`src/rtl/gx400_video_timing_seq_if.sv`:
```
// Pixel-enable, fine-scroll inputs and all timing outputs of the GX400 video timing sequencer.
interface gx400_video_timing_seq_if;
  logic       i_CEN6;
  logic [2:0] i_SCROLL_A_FINE;
  logic [2:0] i_SCROLL_B_FINE;
  logic [8:0] o_HCNT;
  logic [8:0] o_VCNT;
  logic       o_HBLANK;
  logic       o_HSYNC;
  logic       o_VBLANK;
  logic       o_VSYNC;
  logic       o_1H_n;
  logic       o_2HD_CLKD;
  logic       o_4HD_CLKD;
  logic       o_SHIFT_A1_CLKD;
  logic       o_SHIFT_A2_CLKD;
  logic       o_SHIFT_B_CLKD;
  logic       o_LINE_START;

  modport master (
    output i_CEN6, i_SCROLL_A_FINE, i_SCROLL_B_FINE,
    input  o_HCNT, o_VCNT, o_HBLANK, o_HSYNC, o_VBLANK, o_VSYNC, o_1H_n,
           o_2HD_CLKD, o_4HD_CLKD, o_SHIFT_A1_CLKD, o_SHIFT_A2_CLKD,
           o_SHIFT_B_CLKD, o_LINE_START
  );

  modport slave (
    input  i_CEN6, i_SCROLL_A_FINE, i_SCROLL_B_FINE,
    output o_HCNT, o_VCNT, o_HBLANK, o_HSYNC, o_VBLANK, o_VSYNC, o_1H_n,
           o_2HD_CLKD, o_4HD_CLKD, o_SHIFT_A1_CLKD, o_SHIFT_A2_CLKD,
           o_SHIFT_B_CLKD, o_LINE_START
  );
endinterface

```
`src/rtl/gx400_video_timing_seq.sv`:
```
// GX400 video timing: pixel/line counters, registered blank/sync levels and
// tile/fine-scroll latch strobes gated by the 6 MHz pixel enable.
module gx400_video_timing_seq #(
  parameter int unsigned H_TOTAL = 384,
  parameter int unsigned V_TOTAL = 264
) (
  input  logic                      i_CLK,
  input  logic                      i_RST_n,
  gx400_video_timing_seq_if.slave   bus
);

  localparam int unsigned CNT_W = 9;
  localparam logic [CNT_W-1:0] H_LAST = 9'(H_TOTAL - 1);
  localparam logic [CNT_W-1:0] V_LAST = 9'(V_TOTAL - 1);

  logic [CNT_W-1:0] hc;
  logic [CNT_W-1:0] vc;
  logic [CNT_W-1:0] hc_nxt;
  logic [CNT_W-1:0] vc_nxt;
  logic             hc_wrap;
  logic [2:0]       fine_a_q;
  logic [2:0]       fine_b_q;
  logic             hblank_q;
  logic             hsync_q;
  logic             vblank_q;
  logic             vsync_q;
  logic             h1_n_q;
  logic [2:0]       pa;
  logic [2:0]       pb;
  logic             stb_en;

  // Next-count values; levels are decoded from these so they line up with the counters.
  always_comb begin
    hc_wrap = (hc == H_LAST);
    hc_nxt  = hc_wrap ? '0 : hc + 9'd1;
    vc_nxt  = vc;
    if (hc_wrap) begin
      vc_nxt = (vc == V_LAST) ? '0 : vc + 9'd1;
    end
  end

  always_ff @(posedge i_CLK or negedge i_RST_n) begin
    if (!i_RST_n) begin
      hc       <= '0;
      vc       <= '0;
      fine_a_q <= '0;
      fine_b_q <= '0;
      hblank_q <= 1'b0;
      hsync_q  <= 1'b0;
      vblank_q <= 1'b1;
      vsync_q  <= 1'b0;
      h1_n_q   <= 1'b1;
    end else if (bus.i_CEN6) begin
      hc       <= hc_nxt;
      vc       <= vc_nxt;
      hblank_q <= (hc_nxt >= 9'd256) && (hc_nxt <= 9'd383);
      hsync_q  <= (hc_nxt >= 9'd296) && (hc_nxt <= 9'd327);
      vblank_q <= (vc_nxt < 9'd16) || (vc_nxt > 9'd239);
      vsync_q  <= (vc_nxt >= 9'd248) && (vc_nxt <= 9'd255);
      h1_n_q   <= ~hc_nxt[0];
      // Fine scroll is captured at end of line so mid-line writes land on the next line.
      if (hc_wrap) begin
        fine_a_q <= bus.i_SCROLL_A_FINE;
        fine_b_q <= bus.i_SCROLL_B_FINE;
      end
    end
  end

  assign pa = hc[2:0] + fine_a_q;
  assign pb = hc[2:0] + fine_b_q;

  // Strobes are one enable wide and forced low while reset is held.
  assign stb_en = bus.i_CEN6 & i_RST_n;

  assign bus.o_HCNT          = hc;
  assign bus.o_VCNT          = vc;
  assign bus.o_HBLANK        = hblank_q;
  assign bus.o_HSYNC         = hsync_q;
  assign bus.o_VBLANK        = vblank_q;
  assign bus.o_VSYNC         = vsync_q;
  assign bus.o_1H_n          = h1_n_q;
  assign bus.o_4HD_CLKD      = stb_en & (hc[2:0] == 3'd3);
  assign bus.o_2HD_CLKD      = stb_en & (hc[2:0] == 3'd7);
  assign bus.o_SHIFT_A1_CLKD = stb_en & (pa == 3'd7);
  assign bus.o_SHIFT_A2_CLKD = stb_en & (pa == 3'd0);
  assign bus.o_SHIFT_B_CLKD  = stb_en & (pb == 3'd7);
  assign bus.o_LINE_START    = stb_en & (hc == '0);

endmodule
```
`src/flat_wrapper.sv`:
```
// flat-port wrapper written by rule: the top's interface ports become plain ports
module gx400_video_timing_seq_flat 
#(
  parameter int unsigned H_TOTAL = 384,
  parameter int unsigned V_TOTAL = 264
)
  (i_CLK, i_RST_n, bus_i_CEN6, bus_i_SCROLL_A_FINE, bus_i_SCROLL_B_FINE, bus_o_HCNT, bus_o_VCNT, bus_o_HBLANK, bus_o_HSYNC, bus_o_VBLANK, bus_o_VSYNC, bus_o_1H_n, bus_o_2HD_CLKD, bus_o_4HD_CLKD, bus_o_SHIFT_A1_CLKD, bus_o_SHIFT_A2_CLKD, bus_o_SHIFT_B_CLKD, bus_o_LINE_START);
  gx400_video_timing_seq_if bus_i ();
  input  logic i_CLK;
  input  logic i_RST_n;
  input wire logic [$bits(bus_i.i_CEN6)-1:0] bus_i_CEN6;
  input wire logic [$bits(bus_i.i_SCROLL_A_FINE)-1:0] bus_i_SCROLL_A_FINE;
  input wire logic [$bits(bus_i.i_SCROLL_B_FINE)-1:0] bus_i_SCROLL_B_FINE;
  output wire logic [$bits(bus_i.o_HCNT)-1:0] bus_o_HCNT;
  output wire logic [$bits(bus_i.o_VCNT)-1:0] bus_o_VCNT;
  output wire logic [$bits(bus_i.o_HBLANK)-1:0] bus_o_HBLANK;
  output wire logic [$bits(bus_i.o_HSYNC)-1:0] bus_o_HSYNC;
  output wire logic [$bits(bus_i.o_VBLANK)-1:0] bus_o_VBLANK;
  output wire logic [$bits(bus_i.o_VSYNC)-1:0] bus_o_VSYNC;
  output wire logic [$bits(bus_i.o_1H_n)-1:0] bus_o_1H_n;
  output wire logic [$bits(bus_i.o_2HD_CLKD)-1:0] bus_o_2HD_CLKD;
  output wire logic [$bits(bus_i.o_4HD_CLKD)-1:0] bus_o_4HD_CLKD;
  output wire logic [$bits(bus_i.o_SHIFT_A1_CLKD)-1:0] bus_o_SHIFT_A1_CLKD;
  output wire logic [$bits(bus_i.o_SHIFT_A2_CLKD)-1:0] bus_o_SHIFT_A2_CLKD;
  output wire logic [$bits(bus_i.o_SHIFT_B_CLKD)-1:0] bus_o_SHIFT_B_CLKD;
  output wire logic [$bits(bus_i.o_LINE_START)-1:0] bus_o_LINE_START;
  assign bus_i.i_CEN6 = bus_i_CEN6;
  assign bus_i.i_SCROLL_A_FINE = bus_i_SCROLL_A_FINE;
  assign bus_i.i_SCROLL_B_FINE = bus_i_SCROLL_B_FINE;
  assign bus_o_HCNT = bus_i.o_HCNT;
  assign bus_o_VCNT = bus_i.o_VCNT;
  assign bus_o_HBLANK = bus_i.o_HBLANK;
  assign bus_o_HSYNC = bus_i.o_HSYNC;
  assign bus_o_VBLANK = bus_i.o_VBLANK;
  assign bus_o_VSYNC = bus_i.o_VSYNC;
  assign bus_o_1H_n = bus_i.o_1H_n;
  assign bus_o_2HD_CLKD = bus_i.o_2HD_CLKD;
  assign bus_o_4HD_CLKD = bus_i.o_4HD_CLKD;
  assign bus_o_SHIFT_A1_CLKD = bus_i.o_SHIFT_A1_CLKD;
  assign bus_o_SHIFT_A2_CLKD = bus_i.o_SHIFT_A2_CLKD;
  assign bus_o_SHIFT_B_CLKD = bus_i.o_SHIFT_B_CLKD;
  assign bus_o_LINE_START = bus_i.o_LINE_START;
  gx400_video_timing_seq #(.H_TOTAL(H_TOTAL), .V_TOTAL(V_TOTAL)) u_core (.i_CLK(i_CLK), .i_RST_n(i_RST_n), .bus(bus_i));
endmodule
```
`config.mk`:
```
export PLATFORM = sky130hd
export DESIGN_NAME = gx400_video_timing_seq_flat
export DESIGN_NICKNAME = d
export VERILOG_FILES = /design/src/rtl/gx400_video_timing_seq_if.sv /design/src/rtl/gx400_video_timing_seq.sv /design/src/flat_wrapper.sv
export SDC_FILE = /design/constraint.sdc
export NUM_CORES = 1
export LEC_CHECK = 0
export ABC_AREA = 1
export BUFFER_PORTS_ARGS = -buffer_cell sky130_fd_sc_hd__buf_4
export CORE_MARGIN = 4
export CORE_UTILIZATION = 55
export CTS_CLUSTER_DIAMETER = 200
export DETAILED_ROUTE_END_ITERATION = 6
export GPL_TIMING_DRIVEN = 0
export PLACE_DENSITY = 0.79
export SETUP_SLACK_MARGIN = 0.3
export SYNTH_ARGS = -nofsm -noshare
export SYNTH_HDL_FRONTEND = slang
export SYNTH_SLANG_ARGS = --single-unit
```
`constraint.sdc`:
```
create_clock -name i_CLK -period 2.15 [get_ports i_CLK]
set_input_delay 0.43 -clock i_CLK [delete_from_list [all_inputs] [get_ports i_CLK]]
set_output_delay 0.43 -clock i_CLK [all_outputs]
set_load 0.05 [all_outputs]
```
# == Word level (Yosys, flattened, before mapping) ==
# Index checks and enable logic that the tools add are counted.
# op_classes
n_div,0
reduce_logical,7
shifts,0
mux,3
n_lt_le_gt_ge,8
bitwise,8
n_mul,0
n_addsub,4
n_eq_ne,6
# ops
operator,n
$mux 9,3
$add 9x1->9 const B,2
$eq 9x9->1 const B,2
$ge 9x9->1 const B,2
$le 9x9->1 const B,2
$eq 3x3->1 const B,3
$ge 9x8->1 const B,1
$gt 9x8->1 const B,1
$le 9x8->1 const B,1
$logic_not 9->1,1
$lt 9x5->1 const B,1
$and 1x1->1,7
$add 3x3->3,2
$eq 3x2->1 const B,1
$logic_and 1x1->1,3
$logic_not 3->1,1
$reduce_and 2->1,1
$logic_or 1x1->1,1
$not 1->1,1
# totals
elab_cells,45
ramBits,0
romBits,0
memories,0
output_inout_bits,29
input_bits,9
reg_bits,29
latch_bits,0

# == Logic depth before layout (Yosys ltp) ==
# Gate-level depths: netlist (run 1).
# depth
depth_word,5
ltp_mapped,13

# == Worst setup path before layout (run 1) ==
# Ideal clock, no wire load.
# synth_path
path_kind,reg-to-output
start,"register u_core.hc[0], in the netlist u_core.bus.o_HCNT[0]"
end,output bus_o_SHIFT_A2_CLKD
n_path_buf,0
slack_ps,-1251
path_stages_with_launch,6
arrival_ps,2971
path_cell_list,dfrtp_1 ha_1 fa_1 xor2_1 inv_1 nor4_1
# synth_between
elab_chain_cells,3
# synth_rtl
item,line_no,source
start: declaration,gx400_video_timing_seq.sv:16,logic [CNT_W-1:0] hc;
start signal: assignment,gx400_video_timing_seq.sv:54,hc <= hc_nxt;
$add 3x3->3,gx400_video_timing_seq.sv:69,assign pa = hc[2:0] + fine_a_q;
$logic_not 3->1,gx400_video_timing_seq.sv:85,assign bus.o_SHIFT_A2_CLKD = stb_en & (pa == 3'd0);
$and 1x1->1,gx400_video_timing_seq.sv:85,
end: declaration,flat_wrapper.sv:24,output wire logic [$bits(bus_i.o_SHIFT_A2_CLKD)-1:0] bus_o_SHIFT_A2_CLKD;
# No other way between the ends.

# == Final worst setup path (run 1) ==
# layout_path
start,"register u_core.hc[0], in the netlist u_core.bus.o_HCNT[0]"
end,output bus_o_SHIFT_B_CLKD
# layout_between
elab_chain_cells,3
# layout_rtl
item,line_no,source
$add 3x3->3,gx400_video_timing_seq.sv:70,assign pb = hc[2:0] + fine_b_q;
$eq 3x3->1,gx400_video_timing_seq.sv:86,assign bus.o_SHIFT_B_CLKD = stb_en & (pb == 3'd7);
$and 1x1->1,gx400_video_timing_seq.sv:86,
end: declaration,flat_wrapper.sv:25,output wire logic [$bits(bus_i.o_SHIFT_B_CLKD)-1:0] bus_o_SHIFT_B_CLKD;
# No other way between the ends.

==> reports/metrics.csv, run 1 <==
stage;metric;value;unit
run_status;run status;finished with violations;
run_status;failing checks;negative setup slack;
timing;Setup Viol. Count Final;5;
grt;vias in the first global route;1637;
die;FP Rows;20;
logic_synthesis;Synth top area share;36.17;%
logic_synthesis;register bit total from synthesis;29;
flow_run;MaxCap Viol Count;0;
grt;GRT Overall Usage;24.07;%
power;Power Density;894.4;nW/µm²
critical_path;CP Data Required Time;1.72;ns
routing;drt total wl;4822;µm
die;I/O Pins;38;
timing;Fin Clk Skew;0.01742;ns
power;combinational share of power;51.3;%
layout;final core occ;80.12;%
routing;Vias/cell;5.218;
cts;CTS max path bufs;2;
cts;TritonCTS clock tree;done;
logic_synthesis;number of flops mapped to enable cells by yosys;0;
routing;routed len/inst;14.02;µm
routing;met2 WL post-DR;2356;µm
routing;DRT met1 WL;2078;µm
power;switch share;48.71;%
critical_path;Worst setup EP type;output port;
critical_path;worst r2r src;u_core.bus.o_HCNT[0];
routing;via count;1795;
power;Overall Power;2.259;mW
logic_synthesis;ys flop type;dfrtp_1;
die;die area;4393;µm²
routing;DRC Markers;0;
die;Die Span X;66.28;µm
cts;CTS H-tree depth;2;
placed_design;placement-stage cell area;2281;µm²
die;Starting Density;59.25;%
layout;final net count;317;
die;area of the core;3153;µm²
cts;clock-pin transition on the worst setup and hold timing paths;0.10;ns
logic_synthesis;Yosys cell types;32;
power;sequential share of power;34.5;%
grt;global route total overflow;0;
logic_synthesis;leading post-synthesis cells by cell area;dfrtp_1, nand2_1, nand3_1;
critical_path;Crit path arrival time;1.97;ns
logic_synthesis;post-synthesis async set-or-reset flop share;100.0;%
timing;min Tclk post-route;2.404;ns
logic_synthesis;Seq/Total Area, Yosys;38.98;%
grt;largest net degree at the start of global routing;28;
layout;Area growth syn-to-layout;35.23;%
placed_design;dpl ws;-0.1600;ns
routing;DRT Pass-1 Iters;4;
timing;final hold vios;0;
power;clock power share;14.2;%
critical_path;crit path launch;u_core.bus.o_HCNT[0];
grt;first-pass GRT wire length;7803;µm
timing;period utilization;111.8;%
routing;Antenna Violating Nets Remaining;0;
min_path;Hold WC Path Type;in -> async;
cts;insertion delay to the later sink of the worst-skew pair;0.35;ns
logic_synthesis;Mapped Avg Cell Area;7.594;µm²
critical_path;CP Class;reg -> out;
cts;CTS Root Buffer Type;clkbuf_4;
layout;ant diodes;0;
power;Worst VDD drop;0.5305;mV
critical_path;crit path max fanout;4;
logic_synthesis;post-synthesis cell area;1868;µm²
logic_synthesis;Yosys top cell by area;dfrtp_1;
layout;proportion of layout cells with a drive suffix above 1;33.67;%
power;Leak;1.205;nW
routing;met3 routed WL;291;µm
placed_design;GPL Wtd Cong;0.8927;
logic_synthesis;syn_nets;264;
logic_synthesis;Cells after Synth;246;
layout;final instance area;2526;µm²
timing;Worst Setup Slack, final;-0.2538;ns
power;Cell Int Power;1.159;mW
cts;CTS sink count;29;
power;P_sw;1.101;mW
timing;unrepaired setup endpoints after global routing;true;
timing;fin. max-slew vios;0;
die;DIE HEIGHT;66.28;µm
critical_path;Worst Setup Start Kind;flop;
routing;highest metal used;met4;
placed_design;PortBufs;37;
routing;initial DRC count;135;
logic_synthesis;yosys warns;0;
placed_design;DPL Wire Length;3137;µm
grt;initial antenna violation count;0;
timing;Worst Tran Pin Value;0.4560;ns
timing;maximum clock rate;416.0;MHz
timing;slew margin rel.;69.60;%
cts;Inserted Clock Buffers;5;
-- Yosys cell counts (all sizes together), types with 3 or more instances --
cell type / count
clkbuf: 3
dfrtp: 27
ha: 7
inv: 28
nand2: 86
nand3: 26
nor2: 23
o21ai: 22
xnor2: 3
-- metrics by stage --
stage          std cells  setup TNS (ns)  hold slack (ns)
6_report             344         -0.8524          0.01984
5_1_grt              344          -1.311          0.01335
4_1_cts              340         -0.6819          0.01463
3_5_place_dp         327         -0.2231           0.3800
3_3_place_gp         327         -0.1628           0.3785
2_1_floorplan        246         -0.3883           0.1344
-- state kept, by name, summed over array words and instances (netlist names) --
name and count:
u_core.bus.o_HCNT 9, u_core.bus.o_VCNT 9, u_core.fine_a_q 3, u_core.fine_b_q 3
u_core.bus.o_1H_n 1, u_core.bus.o_HBLANK 1, u_core.bus.o_HSYNC 1, u_core.bus.o_VBLANK 1
u_core.bus.o_VSYNC 1
-- final timing paths --
check	to	slack, ns	cells past startpoint
setup / recovery	bus_o_SHIFT_B_CLKD	-0.25	6
hold / removal	u_core.bus.o_HCNT[3]	0.02	2
setup reg to reg	u_core.bus.o_VSYNC	0.09	13
hold reg to reg	u_core.bus.o_HSYNC	0.49	2
max in group asynchronous	u_core.bus.o_HCNT[0]	1.95	2
min in group i_CLK	u_core.fine_a_q[1]	0.29	3
-- cells in the final DEF (no fill, tap or decap), types with 5 or more instances in the layout --
master and instances:
clkbuf_4 5, nor2_1 13, clkbuf_1 6, buf_6 11, nor2_4 8, dfrtp_1 25, nand2_1 77, inv_1 21
inv_2 6, buf_4 36, nand3_1 21, o21ai_0 17, nand2_2 7
-- cell type report --
class	instances	area (µm²)
Multi-Input combinational cell	183	1155
Sequential cell	29	730.7
Fill cell	223	626.9
Timing Repair Buffer	46	391.6
Inverter	29	111.4
Tap cell	44	55.05
Clock buffer	8	48.80
Buffer	5	33.78
-- worst max-delay path: stages, from the launching register on --
cell and delay (ns):
dfrtp_2 0.47, ha_4 0.18, fa_2 0.34, xnor2_2 0.21, xor2_2 0.24, nor2_4 0.04, buf_6 0.15
-- layer usage --
metal  vias up  global-route usage (%)
met5         -                       0
met4         0                   9.137
met3         9                   5.612
met2        58                   37.55
met1       834                   32.25
li1        894                       -
-- logic make-up after synthesis --
kind of cell	share of synthesized area [%]
compound gates	7.703
simple gates	36.50
xor+xnor	2.345
buf+inv	7.635
fa+ha+maj	6.832
flops	38.98
-- power groups by stage --
stage | sequential, mW | clock [mW] | combinational, mW
3_3_place_gp | 0.779 | 0 | 1.02
3_5_place_dp | 0.779 | 0 | 1.03
5_1_grt | 0.800 | 0.357 | 1.23
6_report | 0.780 | 0.320 | 1.16
4_1_cts | 0.771 | 0.331 | 1.10
2_1_floorplan | 1.05 | 0 | 0.493
-- repair_timing --
action / in CTS / in global routing
hold buffers: 1 / 0
endpoints found under the setup margin: 12 / 20
pin swaps: 4 / 10
gates resized for setup: 17 / 17
setup buffers: 3 / 4
endpoints found under the hold margin: 27 / 0
cloned: 1 / 0
Note: power is estimated with default switching activity, not from simulation.
==> run 2, diff against run 1 <==
Settings changed: CORE_UTILIZATION 55 to 50, PLACE_DENSITY 0.79 to 0.73.
==> run 2 against run 1 <==
The run still ends with negative setup slack left. Count of clock-buffer cells in the layout is the same. Total power grew 6.4%. Sequential cell count unchanged. Combinational power about the same. Critical path depth is 2 lower. Fmax increased by 5.0%. Core utilization fell by 3.5 points. Sequential power hardly changed.
==> reports/metrics.csv, run 2 (synthesized netlist as in run 1, its figures left out) <==
stage;metric;value;unit;change
critical_path;Worst setup EP type;output port;;
layout;Fillers;267;;+20%
layout;most frequent cells in the layout;nand2_1, buf_4, dfrtp_1;;
power;Power Density;905.3;nW/µm²;+1.2%
placed_design;GPL Wtd Cong;0.9018;;+1.0%
timing;fin. max-slew vios;0;;unchanged
layout;final net count;324;;+2.2%
cts;TritonCTS clock tree;done;;
run_status;run status;finished with violations;;
timing;Setup Viol. Count Final;6;;+1
timing;unrepaired setup endpoints after global routing;true;;
critical_path;CP Data Required Time;1.72;ns;about the same
timing;period utilization;106.5;%;-5.3 points
cts;CTS Root Buffer Type;clkbuf_8;;
die;Starting Density;53.86;%;-5.4 points
placed_design;dpl ws;-0.1914;ns;-0.03146 ns
critical_path;crit path max fanout;3;;-1
timing;min Tclk post-route;2.289;ns;-0.1149 ns
die;die area;4778;µm²;+8.8%
routing;DRC Markers;0;;unchanged
layout;proportion of layout cells with a drive suffix above 1;37.46;%;+3.8 points
critical_path;Worst R2R Setup Slack;0;ns;-0.09 ns
routing;Vias/cell;5.076;;-2.7%
routing;Antenna Violating Nets Remaining;0;;unchanged
critical_path;Worst Setup Start Kind;flop;;
placed_design;DPL Wire Length;3236;µm;+3.1%
layout;ant diodes;0;;unchanged
placed_design;Cells after DPL;329;;+0.61%
grt;largest net degree at the start of global routing;31;;+11%
layout;FF+latch area;730.7;µm²;unchanged
critical_path;CP Class;reg -> out;;
cts;CTS sink count;29;;unchanged
layout;final cell count without fillers;353;;+2.6%
cts;CTS max path bufs;2;;unchanged
layout;Area growth syn-to-layout;42.20;%;
grt;global route total overflow;0;;unchanged
die;I/O Pins;38;;unchanged
die;DIE HEIGHT;69.13;µm;+4.3%
timing;final hold vios;0;;unchanged
power;Worst VDD drop;0.5072;mV;-4.4%
cts;clock-pin transition on the worst setup and hold timing paths;0.07;ns;-0.03 ns
routing;routed len/inst;13.23;µm;-5.6%
power;Leak;1.263;nW;+4.9%
grt;GRT Overall Usage;20.37;%;-3.7 points
routing;DRT Pass-1 Iters;4;;unchanged
min_path;Hold WC Path Type;in -> async;;
timing;Worst Tran Pin Value;0.4747;ns;+0.01876 ns
routing;initial DRC count;98;;-27%
flow_run;MaxCap Viol Count;0;;unchanged
timing;maximum clock rate;436.9;MHz;+5.0%
timing;setup TNS;-0.4590;ns;+0.3935 ns
cts;hold buffers post-CTS;0;;-1
layout;final core occ;76.59;%;-3.5 points
cts;CTS H-tree depth;2;;unchanged
power;Overall Power;2.405;mW;+6.4%
die;FP Rows;21;;+5.0%
die;area of the core;3468;µm²;+10%
placed_design;PortBufs;37;;unchanged
run_status;failing checks;negative setup slack;;
timing;Fin Clk Skew;0.007350;ns;-0.01007 ns
critical_path;Crit path arrival time;1.86;ns;-0.11 ns
timing;slew margin rel.;68.35;%;-1.3 points
die;Die Span X;69.13;µm;+4.3%
routing;drt total wl;4671;µm;-3.1%
grt;first-pass GRT wire length;7928;µm;+1.6%
grt;vias in the first global route;1711;;+4.5%
timing;Worst Setup Slack, final;-0.1389;ns;+0.1149 ns
grt;initial antenna violation count;0;;unchanged
routing;via count;1792;;-0.17%
layout;most common cell after layout, fill and taps aside;nand2_1;;
cts;Inserted Clock Buffers;5;;unchanged
cts;insertion delay to the later sink of the worst-skew pair;0.28;ns;-0.07 ns
layout;Multi-input gate area;1179;µm²;+2.1%
run 2: cell type report:
class | instances | share of cell area (%)
Buffer | 5 | 1.272
Clock buffer | 8 | 3.391
Inverter | 29 | 4.192
Multi-Input combinational cell | 183 | 44.37
Sequential cell | 29 | 27.51
Tap cell | 46 | 2.167
Timing Repair Buffer | 53 | 17.10
run 2: worst paths after layout:
path / to / from / cells past startpoint
setup / recovery: bus_o_SHIFT_A2_CLKD / u_core.bus.o_HCNT[0] / 4
hold / removal: u_core.bus.o_HCNT[7] / i_RST_n / 1
setup reg to reg: u_core.bus.o_VBLANK / u_core.bus.o_HCNT[0] / 15
hold reg to reg: u_core.bus.o_1H_n / u_core.bus.o_1H_n / 2
max in group asynchronous: u_core.bus.o_1H_n / i_RST_n / 1
min in group i_CLK: u_core.fine_a_q[1] / bus_i_SCROLL_A_FINE[1] / 3
run 2: per-layer routing:
metal,wire [µm],track usage (%),up-vias
li1,-,-,906
met3,239,5.378,5
met4,47,7.592,0
met1,2125,27.44,840
met5,0,0,-
met2,2258,31.36,41
run 2: what timing repair did:
action / in CTS / in global routing
setup buffers: 5 / 10
pin swaps: 7 / 19
gates cloned: 1 / 0
setup endpoints to repair: 9 / 24
resized for setup: 25 / 28
run 2: power by group:
part	total (mW)	leakage [nW]	switching, mW	internal (mW)
combinational	1.16	0.848	0.753	0.408
sequential	0.778	0.370	0.138	0.639
clock	0.466	0.0455	0.206	0.261
total	2.40	1.26	1.10	1.31
run 2: metrics by stage:
step	hold WS, ns	instance area [µm²]
after floorplan	0.1344	1948
after global placement	0.3834	2283
after detailed placement	0.3809	2283
after CTS	0.02320	2507
after global routing	0.02309	2656
final	0.009268	2656
run 2: critical path, stage by stage, from the launching register on:
cell	delay [ns]
dfrtp_2	0.45
ha_4	0.17
fa_2	0.45
nor4_4	0.31
buf_6	0.20
